==> config.mk <==
export PLATFORM = sky130hd
export DESIGN_NAME = des_sbox_unit
export DESIGN_NICKNAME = d
export VERILOG_FILES = /design/src/rtl/des_sbox_unit.sv
export SDC_FILE = /design/constraint.sdc
export NUM_CORES = 1
export LEC_CHECK = 0
export CAP_MARGIN = 20
export CELL_PAD_IN_SITES_DETAIL_PLACEMENT = 2
export CELL_PAD_IN_SITES_GLOBAL_PLACEMENT = 2
export CORE_UTILIZATION = 30
export DETAILED_ROUTE_END_ITERATION = 10
export PLACE_DENSITY = 0.86
export SLEW_MARGIN = 15
export SYNTH_ARGS = -nofsm -noshare
export SYNTH_HDL_FRONTEND = slang
export SYNTH_SLANG_ARGS = --single-unit
==> constraint.sdc <==
create_clock -name clk -period 4.85 [get_ports clk]
set_input_delay 0.7275 -clock clk [delete_from_list [all_inputs] [get_ports clk]]
set_output_delay 0.7275 -clock clk [all_outputs]
set_load 0.005 [all_outputs]
==> src/rtl/des_sbox_unit.sv <==
// DES S-box substitution stage: maps the 48-bit keyed half-block to the 32-bit
// pre-permutation value, performing LANES S-box lookups per clock.
module des_sbox_unit #(
    parameter int LANES = 2
) (
    input  logic        clk,
    input  logic        rst,
    input  logic        in_valid,
    output logic        in_ready,
    input  logic [47:0] in_data,
    output logic        out_valid,
    input  logic        out_ready,
    output logic [31:0] out_data,
    output logic        busy
);

    localparam int N  = 8 / LANES;
    localparam int CW = (N > 1) ? $clog2(N) : 1;

    generate
        if (!(LANES == 1 || LANES == 2 || LANES == 4 || LANES == 8)) begin : g_bad_lanes
            $error("des_sbox_unit: LANES must be 1, 2, 4 or 8");
        end
    endgenerate

    // Entry index is {box[2:0], row[1:0], col[3:0]}; S1..S8 in order, 16 entries per row.
    localparam logic [3:0] SBOX [512] = '{
        14,  4, 13,  1,  2, 15, 11,  8,  3, 10,  6, 12,  5,  9,  0,  7,
         0, 15,  7,  4, 14,  2, 13,  1, 10,  6, 12, 11,  9,  5,  3,  8,
         4,  1, 14,  8, 13,  6,  2, 11, 15, 12,  9,  7,  3, 10,  5,  0,
        15, 12,  8,  2,  4,  9,  1,  7,  5, 11,  3, 14, 10,  0,  6, 13,
        15,  1,  8, 14,  6, 11,  3,  4,  9,  7,  2, 13, 12,  0,  5, 10,
         3, 13,  4,  7, 15,  2,  8, 14, 12,  0,  1, 10,  6,  9, 11,  5,
         0, 14,  7, 11, 10,  4, 13,  1,  5,  8, 12,  6,  9,  3,  2, 15,
        13,  8, 10,  1,  3, 15,  4,  2, 11,  6,  7, 12,  0,  5, 14,  9,
        10,  0,  9, 14,  6,  3, 15,  5,  1, 13, 12,  7, 11,  4,  2,  8,
        13,  7,  0,  9,  3,  4,  6, 10,  2,  8,  5, 14, 12, 11, 15,  1,
        13,  6,  4,  9,  8, 15,  3,  0, 11,  1,  2, 12,  5, 10, 14,  7,
         1, 10, 13,  0,  6,  9,  8,  7,  4, 15, 14,  3, 11,  5,  2, 12,
         7, 13, 14,  3,  0,  6,  9, 10,  1,  2,  8,  5, 11, 12,  4, 15,
        13,  8, 11,  5,  6, 15,  0,  3,  4,  7,  2, 12,  1, 10, 14,  9,
        10,  6,  9,  0, 12, 11,  7, 13, 15,  1,  3, 14,  5,  2,  8,  4,
         3, 15,  0,  6, 10,  1, 13,  8,  9,  4,  5, 11, 12,  7,  2, 14,
         2, 12,  4,  1,  7, 10, 11,  6,  8,  5,  3, 15, 13,  0, 14,  9,
        14, 11,  2, 12,  4,  7, 13,  1,  5,  0, 15, 10,  3,  9,  8,  6,
         4,  2,  1, 11, 10, 13,  7,  8, 15,  9, 12,  5,  6,  3,  0, 14,
        11,  8, 12,  7,  1, 14,  2, 13,  6, 15,  0,  9, 10,  4,  5,  3,
        12,  1, 10, 15,  9,  2,  6,  8,  0, 13,  3,  4, 14,  7,  5, 11,
        10, 15,  4,  2,  7, 12,  9,  5,  6,  1, 13, 14,  0, 11,  3,  8,
         9, 14, 15,  5,  2,  8, 12,  3,  7,  0,  4, 10,  1, 13, 11,  6,
         4,  3,  2, 12,  9,  5, 15, 10, 11, 14,  1,  7,  6,  0,  8, 13,
         4, 11,  2, 14, 15,  0,  8, 13,  3, 12,  9,  7,  5, 10,  6,  1,
        13,  0, 11,  7,  4,  9,  1, 10, 14,  3,  5, 12,  2, 15,  8,  6,
         1,  4, 11, 13, 12,  3,  7, 14, 10, 15,  6,  8,  0,  5,  9,  2,
         6, 11, 13,  8,  1,  4, 10,  7,  9,  5,  0, 15, 14,  2,  3, 12,
        13,  2,  8,  4,  6, 15, 11,  1, 10,  9,  3, 14,  5,  0, 12,  7,
         1, 15, 13,  8, 10,  3,  7,  4, 12,  5,  6, 11,  0, 14,  9,  2,
         7, 11,  4,  1,  9, 12, 14,  2,  0,  6, 10, 13, 15,  3,  5,  8,
         2,  1, 14,  7,  4, 10,  8, 13, 15, 12,  9,  0,  3,  5,  6, 11
    };

    typedef enum logic [1:0] {
        S_IDLE,
        S_RUN,
        S_DONE
    } state_t;

    state_t          state_q, state_d;
    logic [CW-1:0]   cnt_q, cnt_d;
    logic [47:0]     data_q, data_d;
    logic [31:0]     res_q, res_d;

    logic [2:0]      box_idx   [LANES];
    logic [5:0]      chunk_lsb [LANES];
    logic [5:0]      chunk     [LANES];
    logic [3:0]      nib       [LANES];

    // Box b sits at input bit 6*(7-b) and output nibble 4*(7-b); 7-b is ~b for 3 bits.
    generate
        for (genvar gi = 0; gi < LANES; gi++) begin : g_lane
            assign box_idx[gi]   = 3'(int'(cnt_q) * LANES + gi);
            assign chunk_lsb[gi] = {1'b0, ~box_idx[gi], 2'b00} + {2'b00, ~box_idx[gi], 1'b0};
            assign chunk[gi]     = data_q[chunk_lsb[gi] +: 6];
            assign nib[gi]       = SBOX[{box_idx[gi], chunk[gi][5], chunk[gi][0], chunk[gi][4:1]}];
        end
    endgenerate

    always_comb begin
        state_d  = state_q;
        cnt_d    = cnt_q;
        data_d   = data_q;
        res_d    = res_q;
        in_ready = 1'b0;
        unique case (state_q)
            S_IDLE: begin
                in_ready = 1'b1;
                if (in_valid) begin
                    data_d  = in_data;
                    cnt_d   = '0;
                    state_d = S_RUN;
                end
            end
            S_RUN: begin
                for (int i = 0; i < LANES; i++) begin
                    res_d[{~box_idx[i], 2'b00} +: 4] = nib[i];
                end
                if (cnt_q == CW'(N - 1)) begin
                    state_d = S_DONE;
                end else begin
                    cnt_d = cnt_q + 1'b1;
                end
            end
            S_DONE: begin
                if (out_ready) begin
                    in_ready = 1'b1;
                    if (in_valid) begin
                        data_d  = in_data;
                        cnt_d   = '0;
                        state_d = S_RUN;
                    end else begin
                        state_d = S_IDLE;
                    end
                end
            end
            default: state_d = S_IDLE;
        endcase
    end

    always_ff @(posedge clk) begin
        if (rst) begin
            state_q <= S_IDLE;
            cnt_q   <= '0;
            data_q  <= '0;
            res_q   <= '0;
        end else begin
            state_q <= state_d;
            cnt_q   <= cnt_d;
            data_q  <= data_d;
            res_q   <= res_d;
        end
    end

    assign out_valid = (state_q == S_DONE);
    assign busy      = (state_q == S_RUN);
    assign out_data  = res_q;

endmodule

==> results of run 1 <==
worst paths after layout:
| path | to | slack (ns) | cells after the start |
|---|---|---|---|
| max | out_data[2]$_SDFFE_PP0P_ | 0.28 | 13 |
| min | out_data[16]$_SDFFE_PP0P_ | 0.46 | 2 |
| max reg2reg | out_data[2]$_SDFFE_PP0P_ | 0.28 | 13 |
| min reg2reg | out_data[16]$_SDFFE_PP0P_ | 0.46 | 2 |
critical path, stage by stage (launching register included):
cell and delay [ns]:
dfxtp_2 0.34, buf_4 0.28, ha_1 0.60, inv_1 0.40, mux4_2 0.58, o22ai_2 0.29
buf_4 0.27, buf_4 0.26, a21oi_1 0.08, a32o_1 0.25, a22oi_1 0.27, a311o_1 0.23
o2111ai_1 0.28, a32o_1 0.33
state kept, by name (all words and copies together), names as in the netlist:
name      count
data_q       48
out_data     32
state_q       2
cnt_q         2
power by group:
part / switching, mW / internal (mW) / total [mW] / leakage [nW]
clock network: 0.335 / 0.513 / 0.849 / 0.173
registers: 0.0379 / 0.725 / 0.763 / 0.686
logic: 0.986 / 0.516 / 1.50 / 2.53
total: 1.36 / 1.75 / 3.11 / 3.39
cell families (layout without fill, tap and decap cells):
family,Yosys count,after routing
buf+inv,116,165
simple gates,393,393
fa+ha+maj,29,29
mux,61,61
xor+xnor,7,7
compound gates,382,382
flops,84,84
metal layers:
metal / up-vias / global-route usage, %
met5: - / 0
met4: 0 / 13.76
met3: 103 / 3.993
met2: 396 / 47.56
met1: 4611 / 37.12
li1: 4076 / -
cells in the mapped netlist, types with 14 or more instances:
cell type	n	share of area (%)
nand2_1	182	8.6
o211ai_1	15	1.4
a211oi_1	24	2.3
o21ai_1	15	0.95
ha_1	29	4.6
clkbuf_1	44	2.1
nand3_1	22	1.4
mux4_2	16	4.5
mux2i_1	32	4.0
nor2_1	98	4.6
inv_1	14	0.66
nand4_1	14	1.1
dfxtp_1	84	21
buf_2	25	1.6
o21ai_0	54	3.4
a21oi_1	107	6.8
a22o_1	14	1.5
nor3_1	25	1.6
a22oi_1	14	1.3
final cells by class:
class	count	area (um2)
Multi-Input combinational cell	872	5639
Fill cell	2997	16620
Clock inverter	7	127.6
Sequential cell	84	1683
Inverter	20	77.57
Tap cell	335	419.2
Clock buffer	9	225.2
Timing Repair Buffer	129	1191
==> results by group, run 1 <==
Floorplan
  • CORE AREA: 25980 um2
  • IO Count: 87
  • Die W: 164.5 um
  • Die Y: 164.5 um
  • # rows: 59
  • Initial Util: 30.50%
  • Die ar.: 27080 um2

Layout
  • Final Cell Area: 9363 um2
  • Layout area overhead: 18.12%
  • Commonest non-fill, non-tap cell in the layout: nand2_1
  • NumNets Final: 1197
  • Diode count: 0
  • Fin util: 36.03%
  • Commonest cells after routing, fill and taps aside: nand2_1 (182), a21oi_1 (107), nor2_1 (98), clkdlybuf4s50_1 (85), dfxtp_1 (83)
  • Share of cells above drive strength 1: 9.991%
  • Non-Filler Instances: 1456

Place
  • DP Area: 9010 um2
  • Dpl ws: 0.4306 ns
  • Total placed cells including tap cells: 1440
  • DP Wirelength: 28080 um
  • Port Buffer Count: 86
  • GPL Wtd Cong: 1.007

Yosys
  • Synth Warn #: 0
  • Cell variety after synth: 87
  • Post-synth EDFFs: 0
  • Multiplexer share of the synthesized area: 10.43%
  • Post-synthesis sequential area ratio: 21.22%
  • Ys async rst share: 0%
  • Syn_nets: 1153
  • Mapped cell area: 7926 um2
  • XOR/XNOR Fraction of Synth Area: 1.010%
  • Top_reg_cell synth: dfxtp_1
  • Largest family of logic cells by synthesized area: compound AO/OA/AOI/OAI gates
  • Synth Area in Simple Gates: 21.86%
  • Post-Syn Area per Cell: 7.394 um2
  • Post-synthesis adder-cell area fraction: 4.578%
  • Compound-Gate Fraction of Synth Area: 33.18%
  • Synth Instances: 1072
  • #FFs+latches synth: 84

Route
  • WL per Instance: 26.49 um
  • Met1 wire length: 16380 um
  • Post-DRT Antenna Nets: 0
  • DR pass1 iterations: 6
  • Top sig layer: met4
  • DR vias/cell: 6.309
  • Vias: 9186
  • Met2 WL: 18280 um
  • Final WL: 38570 um
  • # DRC: 0
  • Iter 0 DRT Violations: 765
  • Routed wl met3: 2298 um

CTS
  • CTS buffer count: 9
  • Worst-Skew Late Latency: 0.36 ns
  • CTS sink cnt: 84
  • CTS max path bufs: 2
  • CTS Root Cell: clkbuf_16
  • Clock slew at reported path FFs: 0.07 ns
  • H-tree depth: 3
  • # resized after CTS: 0
  • Post-CTS setup buffer count: 0
  • CTS tree: done
  • CTS Hold Bufs: 0

STA
  • Final Skew: 0.01427 ns
  • Slew @ Worst Pin: 0.9925 ns
  • Upper clock frequency limit: 0.2188 GHz
  • Final setup fails: 0
  • RSZ-0062 raised after global routing: false
  • Part of the cycle the worst path needs: 94.23%
  • Post-route setup TNS: 0 ns
  • Final Critical Period: 4.570 ns
  • Slew Viols, Final: 0
  • Setup WS post-layout: 0.2801 ns
  • Rel. slew slack: 33.70%
  • Hold WS: 0.4571 ns
  • Final Hold Viols: 0

Flow run
  • Max-Cap Viols: 0

Pwr
  • Final Total Pwr: 3.113 mW
  • Power per Cell Area: 332.4 nW/um2
  • Peak supply drop: 0.0001797 V
  • Lkg Pwr: 3.390 nW

Global routing
  • Remaining Overflow, GRT: 0
  • Initial antenna violation count: 0
  • Largest net degree at the start of global routing: 57
  • First-pass GRT wire length: 59330 um
  • Vias in the first global route: 9594
  • Total track usage: 28.92%

Critical path
  • R2R Path Start: cnt_q[0]$_SDFFE_PP0P_
  • Crit. End Element: flop
  • Critical Path Source: cnt_q[0]$_SDFFE_PP0P_
  • CP Class: flop to flop
  • CP Launch Type: flop
  • Critical Path AT: 4.82 ns
  • WP data required: 5.10 ns
  • Critical Path Fanout Max: 21

Worst hold path
  • Hold Path Class: flop to flop
  • HP Start: out_data[16]$_SDFFE_PP0P_

Outcome
  • Outcome: finished, final reports clean
(Power assumes the default switching activity.)
==> run 2, diff against run 1 <==
CORE_UTILIZATION = 36   (was 30)
PLACE_DENSITY = 0.95   (was 0.86)
clock period = 5.4 ns   (was 4.85 ns; I/O delays follow)
==> run 2 against run 1 <==
Against the previous run: wire length is 8.9% higher; register-to-register slack got worse by 0.14 ns; clock skew up 0.0020 ns; via count increased by 7.6%; hold slack improved by 0.0067 ns; clock power is 27% lower; fmax is 13% lower; non-clock buffer count down 2; global-route usage grew 8.9 points; sequential cell count unchanged; critical path depth up 1; critical path type unchanged; largest cell class unchanged; highest routed layer unchanged.
==> results by group, run 2 (synthesis gave the netlist of run 1 again) <==
Outcome
  • Outcome: finished, final reports clean (unchanged)

STA
  • Rel. slew slack: 35.02% (was 33.70%)
  • RSZ-0062 raised after global routing: false (unchanged)
  • Final Critical Period: 5.264 ns (was 4.570 ns)
  • Upper clock frequency limit: 0.1900 GHz (was 0.2188 GHz)
  • Final Skew: 0.01628 ns (was 0.01427 ns)
  • Part of the cycle the worst path needs: 97.47% (was 94.23%)
  • Final Hold Viols: 0 (unchanged)
  • Slew @ Worst Pin: 0.9726 ns (was 0.9925 ns)
  • Slew Viols, Final: 0 (unchanged)
  • Final setup fails: 0 (unchanged)
  • Post-route setup TNS: 0 ns (unchanged)

Worst hold path
  • Hold depth: 2 (unchanged)
  • Hold Path Class: flop to flop (unchanged)

Route
  • Vias: 9881 (was 9186)
  • # DRC: 0 (unchanged)
  • DR pass1 iterations: 8 (was 6)
  • Final WL: 42000 um (was 38570 um)
  • WL per Instance: 30.13 um (was 26.49 um)
  • DR vias/cell: 7.088 (was 6.309)
  • Iter 0 DRT Violations: 1100 (was 765)
  • Post-DRT Antenna Nets: 0 (unchanged)

Place
  • GPL Wtd Cong: 1.044 (was 1.007)
  • Port Buffer Count: 86 (unchanged)
  • DP Area: 8919 um2 (was 9010 um2)
  • DP Wirelength: 29040 um (was 28080 um)

Critical path
  • Crit-path slowest cell: ha_1 (unchanged)
  • Crit. End Element: flop (unchanged)
  • Path depth of the worst reg2reg path: 14 (was 13)
  • CP cell instances: inv_1 -> ha_1 -> buf_4 -> buf_4 -> mux2i_1 -> mux4_2 -> o22a_1 -> buf_4 -> buf_4 -> a2111oi_0 -> o31ai_1 -> o32ai_1 -> or4_1 -> a21oi_1 (was buf_4 -> ha_1 -> inv_1 -> mux4_2 -> o22ai_2 -> buf_4 -> buf_4 -> a21oi_1 -> a32o_1 -> a22oi_1 -> a311o_1 -> o2111ai_1 -> a32o_1)
  • Stages on worst setup path: 14 (was 13)
  • Critical Path AT: 5.55 ns (was 4.82 ns)
  • CP max stage delay: 0.68 ns (was 0.60 ns)
  • Crit path buffers/inverters: 5 (was 4)
  • WP data required: 5.69 ns (was 5.10 ns)
  • Critical Path Fanout Max: 20 (was 21)
  • CP Launch Type: flop (unchanged)
  • Most used cell, CP: buf_4 (unchanged)
  • CP Class: flop to flop (unchanged)
  • Critical path's top delay family: compound AO/OA/AOI/OAI gates (unchanged)

Layout
  • Diode count: 0 (unchanged)
  • Layout area overhead: 16.10% (was 18.12%)
  • Final Cell Area: 9203 um2 (was 9363 um2)
  • NumNets Final: 1195 (was 1197)
  • Largest Register: data_q (unchanged)
  • Share of cells above drive strength 1: 9.741% (was 9.991%)
  • Max FFs per register: 48 (unchanged)
  • Commonest cells after routing, fill and taps aside: nand2_1 (182), a21oi_1 (107), nor2_1 (98), clkdlybuf4s50_1 (85), dfxtp_1 (83) (unchanged)
  • Commonest non-fill, non-tap cell in the layout: nand2_1 (unchanged)

Floorplan
  • Die ar.: 22620 um2 (was 27080 um2)
  • IO Count: 87 (unchanged)
  • CORE AREA: 21290 um2 (was 25980 um2)
  • Die Y: 150.4 um (was 164.5 um)
  • Die W: 150.4 um (was 164.5 um)
  • # rows: 53 (was 59)
  • Initial Util: 37.24% (was 30.50%)

CTS
  • CTS Root Cell: clkbuf_16 (unchanged)
  • CTS sink cnt: 84 (unchanged)
  • CTS tree: done (unchanged)
  • CTS max path bufs: 2 (unchanged)
  • H-tree depth: 3 (unchanged)
  • Worst-Skew Late Latency: 0.36 ns (about the same)
  • # resized after CTS: 0 (unchanged)
  • CTS Hold Bufs: 0 (unchanged)
  • CTS buffer count: 9 (unchanged)
  • Clock slew at reported path FFs: 0.08 ns (was 0.07 ns)
  • Post-CTS setup buffer count: 0 (unchanged)

Flow run
  • Max-Cap Viols: 0 (unchanged)

Pwr
  • Sw Share: 47.61% (was 43.65%)
  • Lkg Pwr: 3.347 nW (was 3.390 nW)
  • Combinational power share: 52.2% (was 48.2%)
  • P_int: 1.435 mW (was 1.754 mW)
  • Peak supply drop: 0.0001687 V (was 0.0001797 V)
  • Switching pwr: 1.304 mW (was 1.359 mW)
  • Sequential fraction of design power: 25.1% (was 24.5%)
  • Power per Cell Area: 297.7 nW/um2 (was 332.4 nW/um2)
  • Clk pwr share: 22.8% (was 27.3%)

Global routing
  • Largest net degree at the start of global routing: 57 (unchanged)
  • Total track usage: 37.79% (was 28.92%)
  • Remaining Overflow, GRT: 0 (unchanged)
  • First-pass GRT wire length: 64270 um (was 59330 um)
  • Vias in the first global route: 10400 (was 9594)
  • Initial antenna violation count: 0 (unchanged)
run 2: changes by cell type in the layout (fill, tap and decap cells not counted), sizes merged:
cell / change
bufinv: -3
clkinv: +3
buf: -2
clkinvlp: +1
inv: -1
run 2: power groups by stage:
stage          Combinational (mW)  Clock [mW]  Sequential, mW
3_5_place_dp                 1.32           0           0.698
6_report                     1.43       0.623           0.687
2_1_floorplan               0.876           0           0.682
3_3_place_gp                 1.25           0           0.693
5_1_grt                      1.47       0.652           0.688
4_1_cts                      1.36       0.624           0.685
run 2: worst register-to-register path, stage by stage, from the launching register on:
cell and delay (ns):
dfxtp_1 0.35, inv_1 0.17, ha_1 0.68, buf_4 0.33, buf_4 0.30, mux2i_1 0.41
mux4_2 0.36, o22a_1 0.51, buf_4 0.29, buf_4 0.29, a2111oi_0 0.11, o31ai_1 0.42
o32ai_1 0.18, or4_1 0.59, a21oi_1 0.19
run 2: final timing paths:
kind	endpoint	slack, ns	from
worst max register to register	out_data[1]$_SDFFE_PP0P_	0.14	cnt_q[1]$_SDFFE_PP0P_
worst min-delay path	out_data[5]$_SDFFE_PP0P_	0.46	out_data[5]$_SDFFE_PP0P_
worst min register to register	out_data[5]$_SDFFE_PP0P_	0.46	out_data[5]$_SDFFE_PP0P_
worst max-delay path	out_data[1]$_SDFFE_PP0P_	0.14	cnt_q[1]$_SDFFE_PP0P_
run 2: layout make-up:
type	instances	area [um2]
clock inverters	7	58.81
repair buffers	127	1176
well taps	275	344.1
flip-flops and latches	84	1683
fillers	2401	12080
multi-input cells	872	5638
inverters	20	77.57
clock buffers	9	225.2
run 2: layer usage:
| layer | wire length [um] | part of all wire (%) | global-route usage (%) | vias up |
|---|---|---|---|---|
| li1 | - | - | - | 4075 |
| met1 | 16140 | 38 | 45.72 | 4880 |
| met2 | 19530 | 47 | 61.71 | 704 |
| met3 | 3644 | 8.7 | 7.212 | 222 |
| met4 | 2677 | 6.4 | 23.28 | 0 |
| met5 | 0 | 0 | 0 | - |
run 2: metrics by stage:
| step | setup slack [ns] | util, % | power (mW) | hold WS [ns] | std cells |
|---|---|---|---|---|---|
| after floorplan | 0.6273 | - | 1.558 | 0.4332 | 1072 |
| after global placement | 1.009 | 41.90 | 1.940 | 0.4347 | 1378 |
| after detailed placement | 0.6098 | 41.90 | 2.022 | 0.4487 | 1378 |
| after CTS | 0.3569 | 43.23 | 2.670 | 0.4686 | 1394 |
| after global routing | 0.06482 | 43.23 | 2.813 | 0.4925 | 1394 |
| final | 0.1365 | 43.23 | 2.740 | 0.4638 | 1394 |
